[src/rtl/cpu_pkg.sv]
// rtl/cpu_pkg.sv - shared types and defaults for the fetch stage
package cpu_pkg;

    localparam logic [31:0] RESET_PC_DEFAULT = 32'h0000_0000;

    typedef logic [31:0] word_t;

    typedef struct packed {
        word_t instr;
        word_t pc8;
    } fetch_entry_t;

    function automatic word_t pc_plus8(input word_t pc);
        return pc + 32'd8;
    endfunction

endpackage

[src/rtl/fetch_queue.sv]
// rtl/fetch_queue.sv - small FIFO of fetched instructions with clear
module fetch_queue
    import cpu_pkg::*;
#(
    parameter int DEPTH = 2
) (
    input  logic                       clk,
    input  logic                       reset,
    input  logic                       push,
    input  fetch_entry_t               push_data,
    input  logic                       pop,
    input  logic                       clear,
    output fetch_entry_t               pop_data,
    output logic                       full,
    output logic                       empty,
    output logic [$clog2(DEPTH+1)-1:0] count
);
    localparam int PW = (DEPTH > 1) ? $clog2(DEPTH) : 1;
    localparam int CW = $clog2(DEPTH + 1);

    fetch_entry_t  mem_q [DEPTH];
    logic [PW-1:0] rd_ptr_q, rd_ptr_d;
    logic [PW-1:0] wr_ptr_q, wr_ptr_d;
    logic [CW-1:0] count_q, count_d;
    logic          do_pop;

    function automatic logic [PW-1:0] ptr_inc(input logic [PW-1:0] p);
        return (p == PW'(DEPTH - 1)) ? '0 : p + 1'b1;
    endfunction

    assign do_pop = pop & ~empty;

    always_comb begin
        rd_ptr_d = rd_ptr_q;
        wr_ptr_d = wr_ptr_q;
        count_d  = count_q;
        if (clear) begin
            rd_ptr_d = '0;
            wr_ptr_d = '0;
            count_d  = '0;
        end else begin
            if (push)   wr_ptr_d = ptr_inc(wr_ptr_q);
            if (do_pop) rd_ptr_d = ptr_inc(rd_ptr_q);
            count_d = count_q + CW'(push) - CW'(do_pop);
        end
    end

    always_ff @(posedge clk or posedge reset) begin
        if (reset) begin
            rd_ptr_q <= '0;
            wr_ptr_q <= '0;
            count_q  <= '0;
        end else begin
            rd_ptr_q <= rd_ptr_d;
            wr_ptr_q <= wr_ptr_d;
            count_q  <= count_d;
        end
    end

    // Entry storage needs no reset; count_q alone defines validity.
    always_ff @(posedge clk) begin
        if (push && !clear) mem_q[wr_ptr_q] <= push_data;
    end

    assign pop_data = mem_q[rd_ptr_q];
    assign empty    = (count_q == '0);
    assign full     = (count_q == CW'(DEPTH));
    assign count    = count_q;

endmodule

[src/rtl/fetch_stage.sv]
// rtl/fetch_stage.sv - IF stage with prefetch queue and IF/ID register
module fetch_stage
    import cpu_pkg::*;
#(
    parameter int          DEPTH    = 2,
    parameter logic [31:0] RESET_PC = RESET_PC_DEFAULT
) (
    input  logic        clk,
    input  logic        reset,
    input  logic        StallF,
    input  logic        StallD,
    input  logic        FlushD,
    input  logic        PCWrPendingF,
    input  logic        BranchTakenE,
    input  logic [31:0] ALUResultE,
    input  logic        PCSrcW,
    input  logic [31:0] ResultW,
    output logic        ImemReq,
    output logic [31:0] ImemAddr,
    input  logic        ImemAck,
    input  logic        ImemRvalid,
    input  logic [31:0] ImemRdata,
    output logic [31:0] PCF,
    output logic [31:0] InstrD,
    output logic [31:0] PCPlus8D,
    output logic        ValidD
);
    localparam int PW = (DEPTH > 1) ? $clog2(DEPTH) : 1;
    localparam int CW = $clog2(DEPTH + 1);

    word_t         pcf_q, pcf_d;
    logic [CW-1:0] outstanding_q, outstanding_d;
    logic [CW-1:0] discard_q, discard_d;
    word_t         id_instr_q, id_instr_d;
    word_t         id_pc8_q, id_pc8_d;
    logic          id_valid_q, id_valid_d;
    logic [PW-1:0] aptr_wr_q, aptr_wr_d;
    logic [PW-1:0] aptr_rd_q, aptr_rd_d;
    word_t         addr_q [DEPTH];

    logic          redirect, issue, rsp, rsp_keep, room;
    logic          load_id, bypass, q_push, q_pop;
    logic          q_full, q_empty;
    logic [CW-1:0] q_count;
    logic [CW:0]   inflight;
    word_t         target;
    fetch_entry_t  rsp_entry, q_head;

    function automatic logic [PW-1:0] ptr_inc(input logic [PW-1:0] p);
        return (p == PW'(DEPTH - 1)) ? '0 : p + 1'b1;
    endfunction

    assign redirect = PCSrcW | BranchTakenE;
    assign target   = PCSrcW ? ResultW : ALUResultE;

    // Outstanding requests plus queued entries never exceed DEPTH, so every
    // response always has a queue slot waiting for it.
    assign inflight = {1'b0, outstanding_q} + {1'b0, q_count};
    assign room     = ~q_full & (inflight < (CW + 1)'(DEPTH));
    assign ImemReq  = ~reset & ~StallF & ~PCWrPendingF & ~redirect & room;
    assign issue    = ImemReq & ImemAck;

    // Responses with nothing outstanding are stale (e.g. from before reset).
    assign rsp      = ImemRvalid & (outstanding_q != '0);
    assign rsp_keep = rsp & (discard_q == '0) & ~redirect;

    assign rsp_entry.instr = ImemRdata;
    assign rsp_entry.pc8   = pc_plus8(addr_q[aptr_rd_q]);

    assign load_id = ~redirect & ~FlushD & ~StallD;
    assign q_pop   = load_id & ~q_empty;
    assign bypass  = load_id & q_empty & rsp_keep;
    assign q_push  = rsp_keep & ~bypass;

    fetch_queue #(.DEPTH(DEPTH)) u_queue (
        .clk       (clk),
        .reset     (reset),
        .push      (q_push),
        .push_data (rsp_entry),
        .pop       (q_pop),
        .clear     (redirect),
        .pop_data  (q_head),
        .full      (q_full),
        .empty     (q_empty),
        .count     (q_count)
    );

    always_comb begin
        pcf_d = pcf_q;
        if (redirect)   pcf_d = target;
        else if (issue) pcf_d = pcf_q + 32'd4;

        outstanding_d = outstanding_q + CW'(issue) - CW'(rsp);

        discard_d = discard_q;
        if (redirect)                       discard_d = outstanding_d;
        else if (rsp && discard_q != '0)    discard_d = discard_q - 1'b1;

        aptr_wr_d = issue ? ptr_inc(aptr_wr_q) : aptr_wr_q;
        aptr_rd_d = rsp   ? ptr_inc(aptr_rd_q) : aptr_rd_q;

        id_instr_d = id_instr_q;
        id_pc8_d   = id_pc8_q;
        id_valid_d = id_valid_q;
        if (redirect || FlushD) begin
            id_instr_d = '0;
            id_pc8_d   = '0;
            id_valid_d = 1'b0;
        end else if (!StallD) begin
            if (!q_empty) begin
                id_instr_d = q_head.instr;
                id_pc8_d   = q_head.pc8;
                id_valid_d = 1'b1;
            end else if (bypass) begin
                id_instr_d = rsp_entry.instr;
                id_pc8_d   = rsp_entry.pc8;
                id_valid_d = 1'b1;
            end else begin
                id_instr_d = '0;
                id_pc8_d   = '0;
                id_valid_d = 1'b0;
            end
        end
    end

    always_ff @(posedge clk or posedge reset) begin
        if (reset) begin
            pcf_q         <= RESET_PC;
            outstanding_q <= '0;
            discard_q     <= '0;
            aptr_wr_q     <= '0;
            aptr_rd_q     <= '0;
            id_instr_q    <= '0;
            id_pc8_q      <= '0;
            id_valid_q    <= 1'b0;
        end else begin
            pcf_q         <= pcf_d;
            outstanding_q <= outstanding_d;
            discard_q     <= discard_d;
            aptr_wr_q     <= aptr_wr_d;
            aptr_rd_q     <= aptr_rd_d;
            id_instr_q    <= id_instr_d;
            id_pc8_q      <= id_pc8_d;
            id_valid_q    <= id_valid_d;
        end
    end

    always_ff @(posedge clk) begin
        if (issue) addr_q[aptr_wr_q] <= pcf_q;
    end

    assign ImemAddr = pcf_q;
    assign PCF      = pcf_q;
    assign InstrD   = id_instr_q;
    assign PCPlus8D = id_pc8_q;
    assign ValidD   = id_valid_q;

endmodule

[config.mk]
export PLATFORM = sky130hd
export DESIGN_NAME = fetch_stage
export DESIGN_NICKNAME = d
export VERILOG_FILES = /design/src/rtl/cpu_pkg.sv /design/src/rtl/fetch_queue.sv /design/src/rtl/fetch_stage.sv
export SDC_FILE = /design/constraint.sdc
export NUM_CORES = 1
export LEC_CHECK = 0
export BUFFER_PORTS_ARGS = -buffer_cell sky130_fd_sc_hd__buf_2
export CAP_MARGIN = 20
export CORE_AREA = 5 5 143 172
export DETAILED_ROUTE_END_ITERATION = 8
export DIE_AREA = 0 0 148 177
export PLACE_DENSITY = 0.85
export SLEW_MARGIN = 40
export SYNTH_ARGS = -nofsm -noshare
export SYNTH_HDL_FRONTEND = slang
export SYNTH_SLANG_ARGS = --single-unit
[constraint.sdc]
create_clock -name clk -period 22.3 [get_ports clk]
set_input_delay 2.23 -clock clk [delete_from_list [all_inputs] [get_ports clk]]
set_output_delay 2.23 -clock clk [all_outputs]
set_load 0.05 [all_outputs]
==> results.ini <==
[placement]
placed_cells = 1498
place_congestion = 0.867
port_buffers = 235
hpwl_um = 20700

[global_route]
grt_overflow = 0
grt_pass1_vias = 9561
grt_pass1_wl_um = 49000
grt_max_degree = 76
grt_util_all_layers = 0.230
antenna_found_initial = 0

[die]
dieArea_sq_mm = 0.0262
die_h_um = 177
coreArea_sq_mm = 0.0228
io_pins = 236
start_util = 0.596
num_rows = 61
die_x_um = 148

[cells_and_area]
area_growth_pct = 15.6
layout-drive-gt1-share = 0.263
fin_nets = 1360
final_cells = 1552
fin_util = 0.689
diodes = 0
n_fill_cell = 1581

[detailed_routing]
final_antenna_net_count = 0
totalWireLength_um = 30700
drc = 0
dr.pass1.iters = 5
vias = 9499
drt-initial-drc-count = 693
wire_per_inst_um = 19.8
vias_per_cell = 6.12

[logic_synthesis]
ys.flop_type = edfxtp_1
synthCells = 1056
yosysUniqueCellTypes = 72
ys_ff_latch = 299
netlist_top_cells_area = edfxtp_1 42%, dfrtp_1 20%, mux2i_1 6.8%
ys_warn_count = 0
synth_area_per_cell_sq_um = 12.9
seq_area_frac_synth = 0.621
synth_edf_count = 192
async_reset_ff_frac = 0.358
netlist.area_leader.share = 0.424
synth_top_cell_by_area = edfxtp_1
mappedNetlistNets = 1170
mappedNetlistArea_sq_mm = 0.0136

[sta]
rsz0062_at_grt = false
fmax_mhz = 178
holdWs_ps = 487
max_slew_margin = 0.452
finalHoldViolations = 0
fin_crit_ps = 5610
final_max_slew_viol_count = 0
skew_ps = 7.58
timing_worst_slew_pin_value_ps = 820
tns_ps = 0
period_share = 0.251
setup_viol = 0

[setup_path]
cp.required_ps = 20070
crit_type = input port to primary output
crit_path_end_kind = primary output
reg2reg_slack_ps = 18600
worst-path-buf-inv = 2
worst_path_most_repeated_cell = buf_2
rr_worst_depth = 11
worstReg2RegStart = u_queue.count[0]
crit_path_start_kind = input port
crit_fanout = 45
cp.arrival_ps = 3380
r2r_end = discard_q[1]
slowest_stage = buf_2
crit_chain = buf_2 > nor2_1 > nand3_1 > nor4_1 > buf_2
crit_path_max_incr_delay_ps = 330
cp_top_family = buffers and inverters

[run]
cap_violations = 0

[clocking]
cts_buffers = 29
clock_sinks = 299
root_buffer = clkbuf_16
clk_pin_slew_ps = 60
insertion_delay_ps = 540
cts_setup_buffers = 0
cts_tree = built
htreeDepth = 1
hold_buffers = 0
cts_resized = 0
cts_max_path_buffers = 3

[min_path]
hold_depth = 2
min_path_type = flip-flop to flip-flop
min_to = PCPlus8D[22]
hp-start = PCPlus8D[22]

[status]
outcome = finished clean

[pwr]
leakage_nw = 6.20
powerDensity_mw_per_mm2 = 87.7
power_mw = 1.38
ir_drop_mv = 0.0587

-- final cells by class --
cell class	count	area [sq um]	area share
tap	283	354	0.0225
clock inverter	18	186	0.0118
timing repair buffer	249	1300	0.0824
inverter	23	88.8	0.00565
clock buffer	36	782	0.0497
sequential	299	8450	0.537
multi-input combinational	644	4580	0.291
-- worst max path at each step --
stage | slack [ps] | startpoint | depth (start not counted) | end
2_1_floorplan | 12210 | PCSrcW | 7 | u_queue.mem_q[0][0]
3_3_place_gp | 16690 | PCSrcW | 5 | ImemReq
3_5_place_dp | 16680 | PCSrcW | 5 | ImemReq
4_1_cts | 16680 | PCSrcW | 5 | ImemReq
5_1_grt | 16570 | PCSrcW | 5 | ImemReq
6_report | 16690 | PCSrcW | 5 | ImemReq
-- cells in the final DEF (no fill, tap or decap), types with 5 or more instances in the layout --
cell,instances
o21a_1,5
a221o_1,52
and3_1,5
dfrtp_1,105
o31a_1,6
mux2i_1,92
nor2_1,91
inv_1,21
a22oi_1,7
clkbuf_16,29
nand4_1,17
a221oi_1,6
xor2_1,13
a21oi_1,27
nor4_1,14
xnor2_1,15
clkinvlp_4,6
o31ai_1,12
nor3_1,13
nand2_1,55
mux2_2,7
and2_1,8
clkinv_2,6
nor2b_1,8
nand3_1,37
o21ai_0,38
edfxtp_1,192
buf_2,235
ha_1,7
o311ai_0,7
or3_1,6
buf_4,10
nand3b_1,10
a222oi_1,6
-- cells by family after synthesis --
family | synth area share
compound gates | 0.118
xor+xnor | 0.0180
fa+ha+maj | 0.00791
buf+inv | 0.0444
flops | 0.621
mux | 0.0735
simple gates | 0.118
-- tightest hold or removal path: cells and delay by family (launching register included) --
kind / cells / cell delay (ps)
AOI/OAI and AO/OA: 2 / 110
DFF: 1 / 340
-- sequential cells by signal, summed over array words and instances (netlist names) --
signal and cells:
outstanding_q 2, u_queue.rd_ptr_q 1, u_queue.mem_q 128, PCPlus8D 32, ImemAddr 32, addr_q 64, discard_q 2, u_queue.count 2
aptr_wr_q 1, ValidD 1, u_queue.wr_ptr_q 1, InstrD 32, aptr_rd_q 1
-- synthesized netlist by cell type (7+ instances only) --
cell type / n
buf_4: 34
and2_1: 9
nor2_1: 93
edfxtp_1: 192
a21oi_1: 27
nor3_1: 13
o21ai_0: 38
xor2_1: 13
xnor2_1: 15
inv_1: 22
dfrtp_1: 107
clkbuf_1: 35
nand3_1: 37
mux2i_1: 92
nand2_1: 55
ha_1: 7
o311ai_0: 7
a221o_1: 52
buf_2: 15
o31ai_1: 12
mux2_2: 7
nor4_1: 15
nand3b_1: 10
a22oi_1: 7
nand4_1: 17
nor2b_1: 8
-- where the power goes --
part	switching [mW]	leakage (nW)	total (mW)	internal (mW)
registers	0.0236	3.15	0.648	0.624
clock network	0.203	0.461	0.487	0.285
logic	0.164	2.59	0.245	0.0805
-- per-layer routing --
metal | track usage | wire length, um | up-vias
met5 | 0 | 0 | -
met4 | 0.0897 | 978 | 0
met3 | 0.0313 | 2220 | 70
met2 | 0.397 | 15200 | 455
met1 | 0.296 | 12300 | 4548
li1 | - | - | 4426
-- metrics by stage --
step	worst slack [ps]	area [sq um]
after global routing	16570	15700
after detailed placement	16680	14800
after CTS	16680	15700
final	16690	15700
after floorplan	12210	13600
after global placement	16690	14800
No activity file was read; power rests on OpenSTA's default activity.
